File: config.mk
export PLATFORM = sky130hd
export DESIGN_NAME = uart_rx
export DESIGN_NICKNAME = d
export VERILOG_FILES = /design/src/rtl/uart_pkg.sv /design/src/rtl/uart_sync.sv /design/src/rtl/uart_rx.sv
export SDC_FILE = /design/constraint.sdc
export NUM_CORES = 1
export LEC_CHECK = 0
export CAP_MARGIN = 20
export CORE_MARGIN = 2
export CORE_UTILIZATION = 45
export CTS_CLUSTER_DIAMETER = 120
export CTS_CLUSTER_SIZE = 25
export DETAILED_ROUTE_END_ITERATION = 6
export PLACE_DENSITY_LB_ADDON = 0.15
export SYNTH_ARGS = -nofsm -noshare
export SYNTH_HDL_FRONTEND = slang
export SYNTH_HIERARCHICAL = 1
export SYNTH_SLANG_ARGS = --single-unit
File: constraint.sdc
create_clock -name CLK -period 4.8 [get_ports CLK]
set_input_delay 1.44 -clock CLK [delete_from_list [all_inputs] [get_ports CLK]]
set_output_delay 1.44 -clock CLK [all_outputs]
set_load 0.05 [all_outputs]
File: src/rtl/uart_pkg.sv
// Shared UART constants: frame format, default baud divisor and rx state encoding.
package uart_pkg;

    localparam int UART_WL       = 8;
    localparam int UART_BAUD_DIV = 10418;

    localparam logic [2:0] RX_IDLE   = 3'd0;
    localparam logic [2:0] RX_START  = 3'd1;
    localparam logic [2:0] RX_DATA   = 3'd2;
    localparam logic [2:0] RX_PARITY = 3'd3;
    localparam logic [2:0] RX_STOP   = 3'd4;
    localparam logic [2:0] RX_BREAK  = 3'd5;

    typedef enum logic [2:0] {
        ST_IDLE   = RX_IDLE,
        ST_START  = RX_START,
        ST_DATA   = RX_DATA,
        ST_PARITY = RX_PARITY,
        ST_STOP   = RX_STOP,
        ST_BREAK  = RX_BREAK
    } rx_state_t;

endpackage

File: src/rtl/uart_sync.sv
// Single-bit multi-flop synchronizer for asynchronous inputs; flops reset to 1 (idle line).
module uart_sync #(
    parameter int STAGES = 2
) (
    input  logic CLK,
    input  logic RST_N,
    input  logic d,
    output logic q
);

    logic [STAGES:0] chain;

    assign chain[0] = d;

    generate
        for (genvar gi = 0; gi < STAGES; gi++) begin : g_stage
            logic ff_reg;

            always_ff @(posedge CLK or negedge RST_N) begin
                if (!RST_N) begin
                    ff_reg <= 1'b1;
                end else begin
                    ff_reg <= chain[gi];
                end
            end

            assign chain[gi+1] = ff_reg;
        end
    endgenerate

    assign q = chain[STAGES];

endmodule

File: src/rtl/uart_rx.sv
// UART receiver, LSB first, idle-high, mid-bit sampling, valid/ready output with error flags.
// Define UART_RX_PARITY_EN to receive one even-parity bit between data and stop.
module uart_rx
    import uart_pkg::*;
#(
    parameter int WL          = UART_WL,
    parameter int BAUD_DIV    = UART_BAUD_DIV,
    parameter int SYNC_STAGES = 2
) (
    input  logic          CLK,
    input  logic          RST_N,
    input  logic          sig_in,
    output logic [WL-1:0] data,
    output logic          valid,
    input  logic          ready,
    output logic          frame_err,
    output logic          overrun,
    output logic          parity_err,
    output logic          busy
);

    localparam int CNT_W = $clog2(BAUD_DIV);
    localparam int IDX_W = $clog2(WL);

    localparam logic [CNT_W-1:0] CNT_FULL = CNT_W'(BAUD_DIV - 1);
    localparam logic [CNT_W-1:0] CNT_HALF = CNT_W'(BAUD_DIV / 2 - 1);
    localparam logic [IDX_W-1:0] IDX_LAST = IDX_W'(WL - 1);

    logic            rx_s;
    rx_state_t       state_reg;
    logic [CNT_W-1:0] cnt_reg;
    logic [IDX_W-1:0] idx_reg;
    logic [WL-1:0]   shift_reg;
    logic [WL-1:0]   data_reg;
    logic            valid_reg;
    logic            frame_err_reg;
    logic            overrun_reg;
    logic            frame_done;
    logic            accept;

    uart_sync #(
        .STAGES(SYNC_STAGES)
    ) u_sync (
        .CLK  (CLK),
        .RST_N(RST_N),
        .d    (sig_in),
        .q    (rx_s)
    );

    assign frame_done = (state_reg == ST_STOP) && (cnt_reg == CNT_FULL);
    assign accept     = valid_reg & ready;

`ifdef UART_RX_PARITY_EN
    logic par_bit_reg;
    logic parity_err_reg;

    always_ff @(posedge CLK or negedge RST_N) begin
        if (!RST_N) begin
            par_bit_reg    <= 1'b0;
            parity_err_reg <= 1'b0;
        end else begin
            if (state_reg == ST_PARITY && cnt_reg == CNT_FULL) begin
                par_bit_reg <= rx_s;
            end
            // Even parity: the data bits plus the parity bit must XOR to zero.
            if (frame_done) begin
                parity_err_reg <= (^shift_reg) ^ par_bit_reg;
            end
        end
    end

    assign parity_err = parity_err_reg;
`else
    assign parity_err = 1'b0;
`endif

    always_ff @(posedge CLK or negedge RST_N) begin
        if (!RST_N) begin
            state_reg     <= ST_IDLE;
            cnt_reg       <= '0;
            idx_reg       <= '0;
            shift_reg     <= '0;
            data_reg      <= '0;
            valid_reg     <= 1'b0;
            frame_err_reg <= 1'b0;
            overrun_reg   <= 1'b0;
        end else begin
            // A completing frame takes priority over a same-cycle accept: the new byte wins.
            if (frame_done) begin
                data_reg      <= shift_reg;
                frame_err_reg <= ~rx_s;
                valid_reg     <= 1'b1;
                overrun_reg   <= valid_reg & ~ready;
            end else if (accept) begin
                valid_reg   <= 1'b0;
                overrun_reg <= 1'b0;
            end

            case (state_reg)
                ST_IDLE: begin
                    cnt_reg <= '0;
                    if (!rx_s) begin
                        state_reg <= ST_START;
                    end
                end

                ST_START: begin
                    if (cnt_reg == CNT_HALF) begin
                        cnt_reg   <= '0;
                        idx_reg   <= '0;
                        state_reg <= rx_s ? ST_IDLE : ST_DATA;
                    end else begin
                        cnt_reg <= cnt_reg + 1'b1;
                    end
                end

                ST_DATA: begin
                    if (cnt_reg == CNT_FULL) begin
                        cnt_reg            <= '0;
                        shift_reg[idx_reg] <= rx_s;
                        if (idx_reg == IDX_LAST) begin
`ifdef UART_RX_PARITY_EN
                            state_reg <= ST_PARITY;
`else
                            state_reg <= ST_STOP;
`endif
                        end else begin
                            idx_reg <= idx_reg + 1'b1;
                        end
                    end else begin
                        cnt_reg <= cnt_reg + 1'b1;
                    end
                end

`ifdef UART_RX_PARITY_EN
                ST_PARITY: begin
                    if (cnt_reg == CNT_FULL) begin
                        cnt_reg   <= '0;
                        state_reg <= ST_STOP;
                    end else begin
                        cnt_reg <= cnt_reg + 1'b1;
                    end
                end
`endif

                ST_STOP: begin
                    if (cnt_reg == CNT_FULL) begin
                        cnt_reg   <= '0;
                        state_reg <= rx_s ? ST_IDLE : ST_BREAK;
                    end else begin
                        cnt_reg <= cnt_reg + 1'b1;
                    end
                end

                // Line stuck low after a frame: wait for it to return idle before hunting again.
                ST_BREAK: begin
                    cnt_reg <= '0;
                    if (rx_s) begin
                        state_reg <= ST_IDLE;
                    end
                end

                default: begin
                    state_reg <= ST_IDLE;
                    cnt_reg   <= '0;
                end
            endcase
        end
    end

    assign data      = data_reg;
    assign valid     = valid_reg;
    assign frame_err = frame_err_reg;
    assign overrun   = overrun_reg;
    assign busy      = (state_reg != ST_IDLE);

endmodule
; Word level (Yosys, flattened, before mapping)
; Index checks and enable logic that the tools add are counted.
; Widths: inputs -> output; s select.
[op_classes]
n_addsub = 2
magnitude_cmp = 2
n_eq_ne = 14
muxes = 22
bitwise = 4
n_reduce_logical = 10
[op_table]
columns = operator, count
row1 = $mux 3, 10
row2 = $mux 14, 2
row3 = $pmux 14 s2, 1
row4 = $pmux 3 s5, 1
row5 = $add 14x1->14 const B, 1
row6 = $eq 14x13->1 const B, 1
row7 = $eq 14x14->1 const B, 1
row8 = $ne 2x2->1 const B, 5
row9 = $eq 3x3->1 const B, 3
row10 = $bwmux 8, 1
row11 = $pmux 3 s2, 1
row12 = $reduce_and 6->1, 1
row13 = $lt 3x4->1 const B, 1
row14 = $mux 1, 4
row15 = $ne 2x1->1 const B, 2
row16 = $reduce_and 4->1, 1
row17 = $reduce_bool 2->1, 2
row18 = $add 3x1->3 const B, 1
row19 = $demux 1 s3, 1
row20 = $eq 3x1->1 const B, 1
row21 = $eq 3x2->1 const B, 1
row22 = $ge 3x1->1 const B, 1
row23 = $logic_not 3->1, 1
row24 = $reduce_bool 3->1, 1
row25 = other kinds (6), 9
[totals]
register_bits = 41
inputBits = 4
out_inout_bits = 13
elab_cells = 64

; Logic depth before layout (Yosys ltp)
[depth]
word_depth = 5
depth_mapped = 7

; Cells and area by module
; Netlist, hierarchy kept.
[by_module_without_submodules]
columns = mod, n_inst, cells_each, area_per_inst_um2, seq_area_each_um2
row1 = uart_rx, 1, 178, 1956.9, 975.9
row2 = uart_sync, 1, 2, 52.6, 52.6

; Least setup slack after synthesis
; OpenSTA, ideal clock, no wires.
[synth_timing]
path_kind = register -> output
from = register state_reg[0]
to = output port busy
arrival_time_ns = 1.015
t_required_ns = 3.360
slack_ns = 2.345
path_stages_with_launch = 2
path_buffers = 0
cell_sequence = dfrtp_1 -> or3_1
[synth_via]
elab_chain_cells = 1
[synth_lines]
columns = item, line
row1 = from (decl), uart_rx.sv:30  ; rx_state_t state_reg;
row2 = from (signal assigned), uart_rx.sv:111  ; state_reg <= rx_s ? ST_IDLE : ST_DATA;
row3 = from (signal assigned), uart_rx.sv:149  ; state_reg <= rx_s ? ST_IDLE : ST_BREAK;
row4 = $reduce_bool 3->1, uart_rx.sv:175  ; assign busy = (state_reg != ST_IDLE);
row5 = to (decl), uart_rx.sv:19  ; output logic busy
; Every way passes these cells.

; Final worst setup path
; Same ends and word-level chain as after synthesis.

==> flow_metrics.env <==
export IMPL_status="finished clean"
export IMPL_finalSetupViolCount=0
export IMPL_cts_sinks=41
export IMPL_fin_ws_ns=1.51
export IMPL_grt_max_degree=42
export IMPL_rsz0062_at_grt="false"
export IMPL_critical_path_slowest_cell="clkdlybuf4s50_1"
export IMPL_hp_start="u_sync/g_stage[0].ff_reg"
export IMPL_maxCapViolations=0
export IMPL_max_stage_delay_ns=0.70
export IMPL_drive_above_1_share_pct=16.2
export IMPL_antennaDiodeCount=0
export IMPL_hold_viol_final=0
export IMPL_ys_flop_type="dfrtp_1"
export IMPL_synthCells=180
export IMPL_final_cell_mix="dfrtp_1 (39), nor2_1 (18), mux2_2 (15)"
export IMPL_min_path_type="reg2reg"
export IMPL_ir_worst_vdd_mv=0.220
export IMPL_viasPerCell=5.38
export IMPL_period_share_pct=68.6
export IMPL_yosysWarnings=6
export IMPL_cts_tree="yes"
export IMPL_r2r_start="cnt_reg[0]"
export IMPL_cp_required_ns=3.36
export IMPL_drc=0
export IMPL_wl_microns=3630
export IMPL_fin_worst_skew_ns=0.00693
export IMPL_cts_buffers=5
export IMPL_synth_seq_cells=41
export IMPL_cts_root_buf="clkbuf_8"
export IMPL_vias=1344
export IMPL_insertion_delay_ns=0.30
export IMPL_drtIter0Drc=35
export IMPL_r2r_end="cnt_reg[8]"
export IMPL_crit_family="buffers and inverters"
export IMPL_clk_pin_slew_ns=0.08
export IMPL_largest_reg_flops=14
export IMPL_start_util_pct=46.5
export IMPL_multi_input_area_sq_um=907
export IMPL_fin_crit_ns=3.29
export IMPL_crit_fanout=8
export IMPL_p_leak_uw=0.00102
export IMPL_finalSetupTns_ns=0
export IMPL_place_hpwl_microns=2530
export IMPL_seq_area_sq_um=1030
export IMPL_antenna_found_initial=0
export IMPL_syn_nets=189
export IMPL_grt_overflow=0
export IMPL_hold_path_end="u_sync/q"
export IMPL_postCtsHoldBufs=0
export IMPL_yosysUniqueCellTypes=45
export IMPL_area_growth_pct=15.7
export IMPL_p_per_area_nw_per_um2=298
export IMPL_cp_start_kind="register"
export IMPL_synth_edf_count=0
export IMPL_whs_path_depth=0
export IMPL_final_common_cell="dfrtp_1"
export IMPL_die_h_microns=70.8
export IMPL_avgSynthCellArea_sq_um=11.2
export IMPL_cp_end_kind="output port"
export IMPL_grtUsageTotal_pct=16.6
export IMPL_synthesis_area_sq_um=2010
export IMPL_htreeDepth=2
export IMPL_gp_congestion=0.761
export IMPL_dp_worst_setup_slack_ns=1.82
export IMPL_port_buffers=15
export IMPL_firstDrtPassIters=4
export IMPL_r2r_slack_ns=2.34
export IMPL_routedWlPerCell_microns=14.5
export IMPL_cts_setup_buffers=0
export IMPL_slew_headroom_pct=23.6
export IMPL_path_cells="or3_1 -> clkdlybuf4s50_1"
export IMPL_fmax_ghz=0.304
export IMPL_die_area_sq_um=5020
export IMPL_drv_slew=0
export IMPL_grt_pass1_vias=1380
export IMPL_cts_buffer_depth=2
export IMPL_path_buf_inv=1
export IMPL_row_count=24
export IMPL_ant_nets=0
export IMPL_async_reset_ff_share_pct=100
export IMPL_core_sq_um=4320
export IMPL_critical_path_arrival_ns=1.85
export IMPL_grt_pass1_wl_microns=6650
export IMPL_ctsResizeCount=0
export IMPL_die_w_microns=70.8
export IMPL_fill_cells=369
export IMPL_finalNetCount=206
export IMPL_worst_pin_slew_ns=1.15
export IMPL_critPathKind="reg2out"
export IMPL_seq_area_frac_synth_pct=51.2
export IMPL_io_pins=17
export IMPL_crit_start="state_reg[0]"
export IMPL_rr_worst_depth=6
## worst max-delay path by stage
stage / to / slack, ns / cells past startpoint
after floorplan: busy / 2.35 / 1
after global placement: busy / 1.87 / 2
after detailed placement: busy / 1.82 / 2
after CTS: busy / 1.49 / 2
after global routing: busy / 1.44 / 2
final: busy / 1.51 / 2
## synthesized netlist by cell type, types with 2 or more instances
master    instances  area, sq um
a21oi_1           3         15.0
buf_2             2         10.0
dfrtp_1          39          976
dfstp_2           2         52.6
ha_1              5         62.6
inv_1            11         41.3
mux2_2           15          169
mux2i_1           4         40.0
nand2_1          12         45.0
nand2b_1          2         12.5
nand3_1           4         20.0
nand4_1           5         31.3
nor2_1           18         67.6
nor2b_1           2         12.5
nor3_1            6         30.0
nor4_1            8         50.1
nor4bb_1          2         20.0
o21ai_0           3         15.0
o31ai_1           2         15.0
xnor2_1           8         70.1
xor2_1            3         26.3
## where the power goes
part	internal [uW]	switching [uW]	leakage (uW)	total, uW
clock	209	125	0.0000687	334
combinational	1.77	8.29	0.000401	10.1
sequential	347	1.44	0.000551	348
total	558	134	0.00102	692
## metal layers
metal,global-route usage (%),vias up,part of all wire (%)
met1,22.7,652,49
met2,25.3,21,45
met3,5.13,7,3.6
met4,5.66,0,1.3
met5,0,-,0
li1,-,664,-
## cell type report
type | count | share of cell area, %
multi-input combinational | 123 | 39.0
clock buffer | 5 | 2.96
timing repair buffer | 15 | 6.24
clock inverter | 3 | 2.96
inverter | 11 | 1.78
tap | 52 | 2.80
sequential | 41 | 44.2
## per-stage QoR
stage	power (uW)	cell area, sq um	instances	utilization, %	hold slack, ns
floorplan	357	2010	180	-	0.345
global placement	366	2190	242	50.6	0.348
detailed placement	366	2190	242	50.6	0.350
CTS	701	2320	250	53.8	0.362
global route	717	2320	250	53.8	0.366
finish	692	2320	250	53.8	0.359
## cell families (layout without fill, tap and decap cells)
kind of cell	Yosys count	count (layout)	synth area share [%]
flip-flops	41	41	51.2
multiplexers	20	20	11.0
adder cells (fa/ha/maj)	5	5	3.11
AND/OR/NAND/NOR	71	71	21.0
XOR/XNOR	11	11	4.79
buffers and inverters	16	34	3.67
other	1	1	0.187
AO/OA/AOI/OAI	15	15	5.04
## worst reg2reg max path: cells and delay by family (launching register included)
kind	cells	cell delay [ns]
flip-flops	1	0.46
buffers and inverters	1	0.09
AND/OR/NAND/NOR	3	0.64
adder cells (fa/ha/maj)	1	0.15
AO/OA/AOI/OAI	1	0.97
No activity file was read; power rests on OpenSTA's default activity.
